**config.mk**
```make
export PLATFORM = sky130hd
export DESIGN_NAME = victim_cache_ctl
export DESIGN_NICKNAME = d
export VERILOG_FILES = /design/src/rtl/victim_cache_ctl_pkg.sv /design/src/rtl/victim_age_lru.sv /design/src/rtl/victim_cache_ctl.sv
export SDC_FILE = /design/constraint.sdc
export NUM_CORES = 1
export LEC_CHECK = 0
export ABC_AREA = 0
export CAP_MARGIN = 20
export CELL_PAD_IN_SITES_DETAIL_PLACEMENT = 1
export CELL_PAD_IN_SITES_GLOBAL_PLACEMENT = 1
export CORE_MARGIN = 3
export CORE_UTILIZATION = 43
export CTS_BUF_LIST = sky130_fd_sc_hd__clkbuf_8
export DETAILED_ROUTE_END_ITERATION = 8
export GPL_ROUTABILITY_DRIVEN = 0
export HOLD_SLACK_MARGIN = 0.05
export PLACE_DENSITY = 0.81
export SLEW_MARGIN = 0
export SYNTH_ARGS = -nofsm -noshare
export SYNTH_HDL_FRONTEND = slang
export SYNTH_SLANG_ARGS = --single-unit
```
**constraint.sdc**
```tcl
create_clock -name clk -period 7.7 [get_ports clk]
set_input_delay 1.54 -clock clk [delete_from_list [all_inputs] [get_ports clk]]
set_output_delay 1.54 -clock clk [all_outputs]
set_load 0.01 [all_outputs]
```
**src/rtl/victim_cache_ctl_pkg.sv**
```systemverilog
// rtl/victim_cache_ctl_pkg.sv - shared types and width helpers for the victim cache
// Purpose: FSM state encoding and width helpers used by victim_cache_ctl and victim_age_lru.
// Ports: none (package).
package victim_cache_ctl_pkg;

    typedef enum logic [2:0] {
        S_IDLE,
        S_LK_RESP,
        S_WB,
        S_INSERT,
        S_FLUSH_SCAN,
        S_FLUSH_WB
    } victim_state_e;

    localparam int DEF_WAYS   = 4;
    localparam int DEF_ADDR_W = 16;
    localparam int DEF_OFF_W  = 4;
    localparam int DEF_LINE_W = 128;

    // Tag is everything above the line offset.
    function automatic int tag_width(input int addr_w, input int off_w);
        return addr_w - off_w;
    endfunction

    // Way index width; never below one bit so index vectors stay legal.
    function automatic int idx_width(input int ways);
        return (ways > 1) ? $clog2(ways) : 1;
    endfunction

endpackage

```
**src/rtl/victim_age_lru.sv**
```systemverilog
// rtl/victim_age_lru.sv - per-way age counters and oldest-way selection
// Purpose: ages every valid way on each insert, clears age on insert/touch/flush,
//          and reports the oldest way (ties resolved to the lowest index).
// Ports:
//   clk_i, rst_i     clock, synchronous active-high reset
//   valid_i          per-way valid vector (only valid ways age)
//   ins_i/ins_way_i  insert event: chosen way age 0, other valid ways +1 (saturating)
//   clr_i/clr_way_i  touch event: clear one way's age
//   clr_all_i        clear every age
//   victim_o         index of the way with the greatest age
module victim_age_lru
    import victim_cache_ctl_pkg::*;
#(
    parameter int WAYS  = DEF_WAYS,
    parameter int IDX_W = idx_width(DEF_WAYS)
) (
    input  logic             clk_i,
    input  logic             rst_i,
    input  logic [WAYS-1:0]  valid_i,
    input  logic             ins_i,
    input  logic [IDX_W-1:0] ins_way_i,
    input  logic             clr_i,
    input  logic [IDX_W-1:0] clr_way_i,
    input  logic             clr_all_i,
    output logic [IDX_W-1:0] victim_o
);

    localparam logic [IDX_W-1:0] AGE_MAX = IDX_W'(WAYS - 1);

    logic [IDX_W-1:0] age_q [WAYS];
    logic [IDX_W-1:0] age_d [WAYS];
    logic [IDX_W-1:0] best;

    always_comb begin
        for (int i = 0; i < WAYS; i++) begin
            age_d[i] = age_q[i];
            if (ins_i) begin
                if (ins_way_i == IDX_W'(i)) begin
                    age_d[i] = '0;
                end else if (valid_i[i] && age_q[i] != AGE_MAX) begin
                    age_d[i] = age_q[i] + 1'b1;
                end
            end
            if (clr_i && clr_way_i == IDX_W'(i)) begin
                age_d[i] = '0;
            end
            if (clr_all_i) begin
                age_d[i] = '0;
            end
        end
    end

    // Strict greater-than keeps the first (lowest-index) way on ties.
    always_comb begin
        victim_o = '0;
        best     = '0;
        for (int i = 0; i < WAYS; i++) begin
            if (age_q[i] > best) begin
                best     = age_q[i];
                victim_o = IDX_W'(i);
            end
        end
    end

    always_ff @(posedge clk_i) begin
        for (int i = 0; i < WAYS; i++) begin
            if (rst_i) begin
                age_q[i] <= '0;
            end else begin
                age_q[i] <= age_d[i];
            end
        end
    end

endmodule

```
**src/rtl/victim_cache_ctl.sv**
```systemverilog
// rtl/victim_cache_ctl.sv - fully associative victim cache controller between L1 and L2
// Purpose: holds L1 evictions, serves L1 miss lookups (hit moves the line back to L1),
//          writes displaced dirty lines to L2, and flushes all dirty lines on request.
// Ports:
//   clk, rst                      clock, synchronous active-high reset
//   lk_req/lk_address             lookup request (held until lk_resp)
//   lk_resp/lk_hit/lk_rdata/lk_rdirty  one-cycle lookup response
//   ev_valid/ev_address/ev_data/ev_dirty/ev_ready  eviction handshake from L1
//   flush/flush_done              flush pulse in, completion pulse out
//   pmem_write/pmem_address/pmem_wdata/pmem_resp   L2 writeback port
module victim_cache_ctl
    import victim_cache_ctl_pkg::*;
#(
    parameter int WAYS   = DEF_WAYS,
    parameter int ADDR_W = DEF_ADDR_W,
    parameter int OFF_W  = DEF_OFF_W,
    parameter int LINE_W = DEF_LINE_W
) (
    input  logic              clk,
    input  logic              rst,
    input  logic              lk_req,
    input  logic [ADDR_W-1:0] lk_address,
    output logic              lk_resp,
    output logic              lk_hit,
    output logic [LINE_W-1:0] lk_rdata,
    output logic              lk_rdirty,
    input  logic              ev_valid,
    input  logic [ADDR_W-1:0] ev_address,
    input  logic [LINE_W-1:0] ev_data,
    input  logic              ev_dirty,
    output logic              ev_ready,
    input  logic              flush,
    output logic              flush_done,
    output logic              pmem_write,
    output logic [ADDR_W-1:0] pmem_address,
    output logic [LINE_W-1:0] pmem_wdata,
    input  logic              pmem_resp
);

    localparam int TAG_W = tag_width(ADDR_W, OFF_W);
    localparam int IDX_W = idx_width(WAYS);

    victim_state_e     state_q, state_d;
    logic [WAYS-1:0]   valid_q, valid_d;
    logic [WAYS-1:0]   dirty_q, dirty_d;
    logic [TAG_W-1:0]  tag_q  [WAYS];
    logic [LINE_W-1:0] data_q [WAYS];
    logic [IDX_W-1:0]  way_q, way_d;
    logic [TAG_W-1:0]  ev_tag_q, ev_tag_d;
    logic [LINE_W-1:0] ev_data_q, ev_data_d;
    logic              ev_dirty_q, ev_dirty_d;
    logic              ev_match_q, ev_match_d;
    logic              hit_q, hit_d;
    logic [LINE_W-1:0] rdata_q, rdata_d;
    logic              rdirty_q, rdirty_d;

    logic [TAG_W-1:0]  lk_tag, ev_tag;
    logic              lk_hit_c, ev_match_c, free_c, dirty_c, ev_wb_c;
    logic [IDX_W-1:0]  lk_way_c, ev_match_way_c, free_way_c, dirty_way_c, ev_way_c;
    logic [IDX_W-1:0]  lru_victim, lru_clr_way;
    logic              lru_clr, lru_clr_all, wr_en;
    logic              unused_offsets;

    assign lk_tag         = lk_address[ADDR_W-1:OFF_W];
    assign ev_tag         = ev_address[ADDR_W-1:OFF_W];
    assign unused_offsets = ^{lk_address[OFF_W-1:0], ev_address[OFF_W-1:0]};

    // Descending scan so the lowest matching index is the one that sticks.
    always_comb begin
        lk_hit_c       = 1'b0;
        lk_way_c       = '0;
        ev_match_c     = 1'b0;
        ev_match_way_c = '0;
        free_c         = 1'b0;
        free_way_c     = '0;
        dirty_c        = 1'b0;
        dirty_way_c    = '0;
        for (int i = WAYS - 1; i >= 0; i--) begin
            if (valid_q[i] && tag_q[i] == lk_tag) begin
                lk_hit_c = 1'b1;
                lk_way_c = IDX_W'(i);
            end
            if (valid_q[i] && tag_q[i] == ev_tag) begin
                ev_match_c     = 1'b1;
                ev_match_way_c = IDX_W'(i);
            end
            if (!valid_q[i]) begin
                free_c     = 1'b1;
                free_way_c = IDX_W'(i);
            end
            if (valid_q[i] && dirty_q[i]) begin
                dirty_c     = 1'b1;
                dirty_way_c = IDX_W'(i);
            end
        end
    end

    // A writeback is only needed when a valid dirty line of a different tag is displaced,
    // which can only happen when every way is valid (the LRU pick).
    assign ev_way_c = ev_match_c ? ev_match_way_c : (free_c ? free_way_c : lru_victim);
    assign ev_wb_c  = !ev_match_c && !free_c && dirty_q[lru_victim];

    victim_age_lru #(
        .WAYS  (WAYS),
        .IDX_W (IDX_W)
    ) u_age_lru (
        .clk_i     (clk),
        .rst_i     (rst),
        .valid_i   (valid_q),
        .ins_i     (state_q == S_INSERT),
        .ins_way_i (way_q),
        .clr_i     (lru_clr),
        .clr_way_i (lru_clr_way),
        .clr_all_i (lru_clr_all),
        .victim_o  (lru_victim)
    );

    always_comb begin
        state_d      = state_q;
        valid_d      = valid_q;
        dirty_d      = dirty_q;
        way_d        = way_q;
        ev_tag_d     = ev_tag_q;
        ev_data_d    = ev_data_q;
        ev_dirty_d   = ev_dirty_q;
        ev_match_d   = ev_match_q;
        hit_d        = hit_q;
        rdata_d      = rdata_q;
        rdirty_d     = rdirty_q;
        lru_clr      = 1'b0;
        lru_clr_way  = lk_way_c;
        lru_clr_all  = 1'b0;
        wr_en        = 1'b0;
        lk_resp      = 1'b0;
        lk_hit       = 1'b0;
        lk_rdata     = '0;
        lk_rdirty    = 1'b0;
        ev_ready     = 1'b0;
        flush_done   = 1'b0;
        pmem_write   = 1'b0;
        pmem_address = '0;
        pmem_wdata   = '0;

        case (state_q)
            S_IDLE: begin
                // Ready only when the eviction would actually be taken this cycle.
                ev_ready = !flush && !lk_req;
                if (flush) begin
                    state_d = S_FLUSH_SCAN;
                end else if (lk_req) begin
                    hit_d    = lk_hit_c;
                    rdata_d  = lk_hit_c ? data_q[lk_way_c] : '0;
                    rdirty_d = lk_hit_c && dirty_q[lk_way_c];
                    if (lk_hit_c) begin
                        // Line moves to L1, so the entry is released immediately.
                        valid_d[lk_way_c] = 1'b0;
                        dirty_d[lk_way_c] = 1'b0;
                        lru_clr           = 1'b1;
                    end
                    state_d = S_LK_RESP;
                end else if (ev_valid) begin
                    way_d      = ev_way_c;
                    ev_tag_d   = ev_tag;
                    ev_data_d  = ev_data;
                    ev_dirty_d = ev_dirty;
                    ev_match_d = ev_match_c;
                    state_d    = ev_wb_c ? S_WB : S_INSERT;
                end
            end
            S_LK_RESP: begin
                lk_resp   = 1'b1;
                lk_hit    = hit_q;
                lk_rdata  = rdata_q;
                lk_rdirty = rdirty_q;
                state_d   = S_IDLE;
            end
            S_WB: begin
                pmem_write   = 1'b1;
                pmem_address = {tag_q[way_q], {OFF_W{1'b0}}};
                pmem_wdata   = data_q[way_q];
                if (pmem_resp) begin
                    state_d = S_INSERT;
                end
            end
            S_INSERT: begin
                wr_en          = 1'b1;
                valid_d[way_q] = 1'b1;
                dirty_d[way_q] = ev_dirty_q || (ev_match_q && dirty_q[way_q]);
                state_d        = S_IDLE;
            end
            S_FLUSH_SCAN: begin
                if (dirty_c) begin
                    way_d   = dirty_way_c;
                    state_d = S_FLUSH_WB;
                end else begin
                    valid_d     = '0;
                    dirty_d     = '0;
                    lru_clr_all = 1'b1;
                    flush_done  = 1'b1;
                    state_d     = S_IDLE;
                end
            end
            S_FLUSH_WB: begin
                pmem_write   = 1'b1;
                pmem_address = {tag_q[way_q], {OFF_W{1'b0}}};
                pmem_wdata   = data_q[way_q];
                if (pmem_resp) begin
                    dirty_d[way_q] = 1'b0;
                    state_d        = S_FLUSH_SCAN;
                end
            end
            default: begin
                state_d = S_IDLE;
            end
        endcase
    end

    always_ff @(posedge clk) begin
        if (rst) begin
            state_q    <= S_IDLE;
            valid_q    <= '0;
            dirty_q    <= '0;
            way_q      <= '0;
            ev_tag_q   <= '0;
            ev_data_q  <= '0;
            ev_dirty_q <= 1'b0;
            ev_match_q <= 1'b0;
            hit_q      <= 1'b0;
            rdata_q    <= '0;
            rdirty_q   <= 1'b0;
        end else begin
            state_q    <= state_d;
            valid_q    <= valid_d;
            dirty_q    <= dirty_d;
            way_q      <= way_d;
            ev_tag_q   <= ev_tag_d;
            ev_data_q  <= ev_data_d;
            ev_dirty_q <= ev_dirty_d;
            ev_match_q <= ev_match_d;
            hit_q      <= hit_d;
            rdata_q    <= rdata_d;
            rdirty_q   <= rdirty_d;
        end
    end

    // Line storage needs no reset: valid bits gate every use.
    always_ff @(posedge clk) begin
        if (wr_en) begin
            tag_q[way_q]  <= ev_tag_q;
            data_q[way_q] <= ev_data_q;
        end
    end

endmodule
```
==> run_results.csv <==
group,metric,value,unit
final_layout,num-nets-final,3757,
hold_path,timing.hold.worst_path_depth,1,
synth,yosys_most_used_dff,"sky130_fd_sc_hd__edfxtp_1",
route,detail_route.first_pass.iterations,5,
final_layout,fillcell_total,9203,
sta,max_slew_headroom,21.0,%
synth,number_of_warnings_printed_during_yosys_synthesis,0,
run,maxCapViolations,0,
clock_tree,post_cts_resize_count,0,
grt,pin_count_of_the_biggest_net_entering_global_routing,132,
clock_tree,tritoncts.num_buffers,144,
place,preCtsSetupSlack,2.11,ns
place,placed_cells_incl_taps,4595,
sta,fmaxAchievable,0.182,GHz
route,ant_nets,0,
clock_tree,postCtsHoldBufs,0,
route,wirelength,136000,um
setup_path,worstRegToRegCells,18,
clock_tree,tritoncts,"built",
synth,synth.ff_latch_count,855,
setup_path,reg2reg_slack,3.20,ns
grt,first_global_vias,32300,
synth,yosysSeqAreaShare,58.2,%
clock_tree,clockRootBuffer,"sky130_fd_sc_hd__clkbuf_8",
hold_path,min_from,"hit_q",
pwr,cellPowerDensity,216,nW/um^2
final_layout,layout-drive-gt1-share,13.4,%
pwr,pwr-share-seq,49.5,%
sta,final_max_slew_viol_count,0,
floorplan,chipHeight,307,um
setup_path,cp-start-kind,"register",
hold_path,worst_hold_path_type,"reg2reg",
synth,synth.cell_area,39100,um^2
pwr,ir_worst_vdd,0.145,mV
route,remaining_drc_errors,0,
setup_path,worst-endpoint-arrival,3.95,ns
place,dpl.hpwl,78500,um
pwr,power.share.switching,25.7,%
route,routed-via-count,29700,
synth,synth_area_per_cell,12.0,um^2
hold_path,worst_hold_path.endpoint,"hit_q",
sta,setup_slack,2.21,ns
floorplan,core,89200,um^2
route,wire_per_inst,27.9,um
synth,synth-edff-count,560,
floorplan,design.die.area,94500,um^2
pwr,cellLeakagePower,15.0,nW
pwr,netSwitchingPower,2.63,mW
sta,final_period_minus_worst_setup_slack,5.49,ns
sta,tightestPinTransition,1.18,ns
clock_tree,cts_sinks,855,
setup_path,cp_data_required_time,6.16,ns
setup_path,crit_path_end_kind,"output port",
sta,report.final.setup_viol,0,
final_layout,layout.cells.non_filler,4867,
synth,synthCells,3242,
clock_tree,cts.reportedPaths.clkPinSlew,0.06,ns
floorplan,initial_core_util,43.8,%
final_layout,syn2layout_area_growth,20.7,%
clock_tree,max-clock-path-buffers,3,
setup_path,reg2reg_from,"u_age_lru.age_q[0][0]",
setup_path,crit_path_max_fanout,58,
floorplan,fp.dieW,307,um
final_layout,post-route-util,52.9,%
pwr,p_clk_share,40.3,%
pwr,comb_power_share,10.2,%
clock_tree,htreeDepth,4,
floorplan,rows,109,
sta,setup_total_negative_slack,0,ns
setup_path,setup.worst_path.class,"reg2out",
clock_tree,cts_post_setup_buffers_inserted,0,
grt,grt_first_pass_wirelength,200000,um
grt,gr-usage-all-layers,28.1,%
sta,final.period_utilization,71.3,%
sta,finClkSkew,0.0529,ns
synth,asyncSetResetFlopFracSynth,0,%
sta,grt_setup_unrepaired,"no",
place,port_buffers,432,
run_status,run_status,"finished, final reports clean",
clock_tree,clkLatencyLatePin,0.81,ns
floorplan,io-pin-count,445,
route,drt-initial-drc-count,2341,
route,viasPerCell,6.10,
pwr,internal_power,7.58,mW
grt,final_global_route_overflow_total,0,
synth,distinct_cells_synth,66,
setup_path,crit_path_start,"state_q[1]",
sta,hold_viol_final,0,
grt,antenna_found_initial,4,
## area by class of cell
cell class / count / area [um^2] / area share, %
flip-flops and latches: 855 / 22700 / 48.2
inverters: 72 / 275 / 0.584
clock buffers: 165 / 2270 / 4.82
well taps: 1165 / 1460 / 3.09
multi-input cells: 2022 / 15000 / 31.7
diodes: 4 / 10.0 / 0.0212
clock inverters: 102 / 664 / 1.41
repair buffers: 482 / 4790 / 10.2
## metal layers
layer,vias to the layer above,part of all wire (%),global-route usage (%)
li1,12700,-,-
met2,1451,50,48.9
met4,0,4.7,14.7
met1,15100,38,33.7
met5,-,0,0
met3,370,7.1,4.48
## Yosys cell counts (all sizes together) (4+ instances only)
| master | number | share of area [%] |
|---|---|---|
| nor2 | 36 | 0.35 |
| clkbuf | 228 | 2.2 |
| nand2b | 8 | 0.13 |
| inv | 72 | 0.69 |
| a21o | 5 | 0.096 |
| and3 | 6 | 0.096 |
| nand4 | 21 | 0.34 |
| or4 | 4 | 0.077 |
| a22oi | 7 | 0.13 |
| edfxtp | 560 | 43 |
| o221a | 125 | 3.6 |
| a31oi | 4 | 0.10 |
| nand3 | 255 | 3.3 |
| nor2b | 148 | 2.4 |
| a221o | 68 | 1.7 |
| mux4 | 141 | 8.1 |
| nor4 | 15 | 0.30 |
| ha | 13 | 0.42 |
| or2 | 5 | 0.080 |
| buf | 68 | 0.97 |
| o211ai | 65 | 2.0 |
| nor3 | 10 | 0.13 |
| nand2 | 384 | 3.7 |
| xnor2 | 82 | 1.9 |
| and2 | 199 | 3.2 |
| dfxtp | 295 | 15 |
| xor2 | 13 | 0.29 |
| a211oi | 7 | 0.15 |
| o21ai | 17 | 0.22 |
| a21oi | 342 | 4.4 |
## how the worst max path moves through the flow
stage / end / slack, ns / cells after the start
4_1_cts: pmem_wdata[69] / 2.15 / 6
3_3_place_gp: rdata_q[50] / 2.18 / 8
5_1_grt: pmem_wdata[69] / 1.99 / 6
6_report: pmem_wdata[56] / 2.21 / 6
3_5_place_dp: rdata_q[93] / 2.11 / 8
2_1_floorplan: data_q[1][0] / 0.04 / 5
## logic make-up (layout without fill, tap and decap cells)
family,count (synthesis),count (layout),synth area share (%)
AOI/OAI and AO/OA,664,664,12.9
xor gates and xnor gates,95,95,2.17
adders and majority gates,13,13,0.416
buffers and inverters,368,821,3.86
DFF,855,855,58.2
muxes,146,146,8.26
other,1,8,0.00960
and+or+nand+nor,1100,1100,14.2
## sequential cells by signal (all words and copies together), names as in the netlist, named ones only
| signal | cells |
|---|---|
| data_q | 512 |
| ev_data_q | 128 |
| rdata_q | 128 |
| tag_q | 48 |
| ev_tag_q | 12 |
| u_age_lru.age_q | 8 |
| dirty_q | 4 |
| valid_q | 4 |
| state_q | 3 |
| way_q | 2 |
| ev_dirty_q | 1 |
| ev_match_q | 1 |
| hit_q | 1 |
| rdirty_q | 1 |
## power groups by stage
stage	registers (mW)	clock network, mW	logic, mW
finish	5.05	4.11	1.04
global route	5.06	4.40	1.10
CTS	5.05	4.19	1.05
detailed placement	5.14	0	1.04
global placement	5.14	0	1.03
floorplan	5.09	0	0.608
## worst max-delay path, stage by stage, from the launching register on
cell	delay, ns
sky130_fd_sc_hd__dfxtp_1	0.65
sky130_fd_sc_hd__nor2b_1	0.23
sky130_fd_sc_hd__a22oi_2	0.19
sky130_fd_sc_hd__buf_4	0.47
sky130_fd_sc_hd__buf_4	0.72
sky130_fd_sc_hd__nor2b_1	0.26
sky130_fd_sc_hd__clkdlybuf4s50_1	0.55
## metrics by stage
step / power [mW] / area, um^2 / hold slack, ns
after CTS: 10.3 / 47100 / 0.468
after global placement: 6.16 / 44200 / 0.441
final: 10.2 / 47200 / 0.466
after global routing: 10.6 / 47200 / 0.497
after floorplan: 5.70 / 39100 / 0.432
after detailed placement: 6.18 / 44200 / 0.457
## cell usage in the layout (no fill, tap or decap), types with 57 or more instances in the layout
cell type,count
sky130_fd_sc_hd__a21oi_1,342
sky130_fd_sc_hd__and2_1,197
sky130_fd_sc_hd__inv_1,115
sky130_fd_sc_hd__nand3_1,255
sky130_fd_sc_hd__o221a_1,125
sky130_fd_sc_hd__clkbuf_8,165
sky130_fd_sc_hd__clkdlybuf4s50_1,431
sky130_fd_sc_hd__nor2b_1,148
sky130_fd_sc_hd__xnor2_1,80
sky130_fd_sc_hd__edfxtp_1,560
sky130_fd_sc_hd__mux4_2,141
sky130_fd_sc_hd__dfxtp_1,293
sky130_fd_sc_hd__nand2_1,382
sky130_fd_sc_hd__a221o_1,68
sky130_fd_sc_hd__o211ai_2,57
Note: power is estimated with default switching activity, not from simulation.
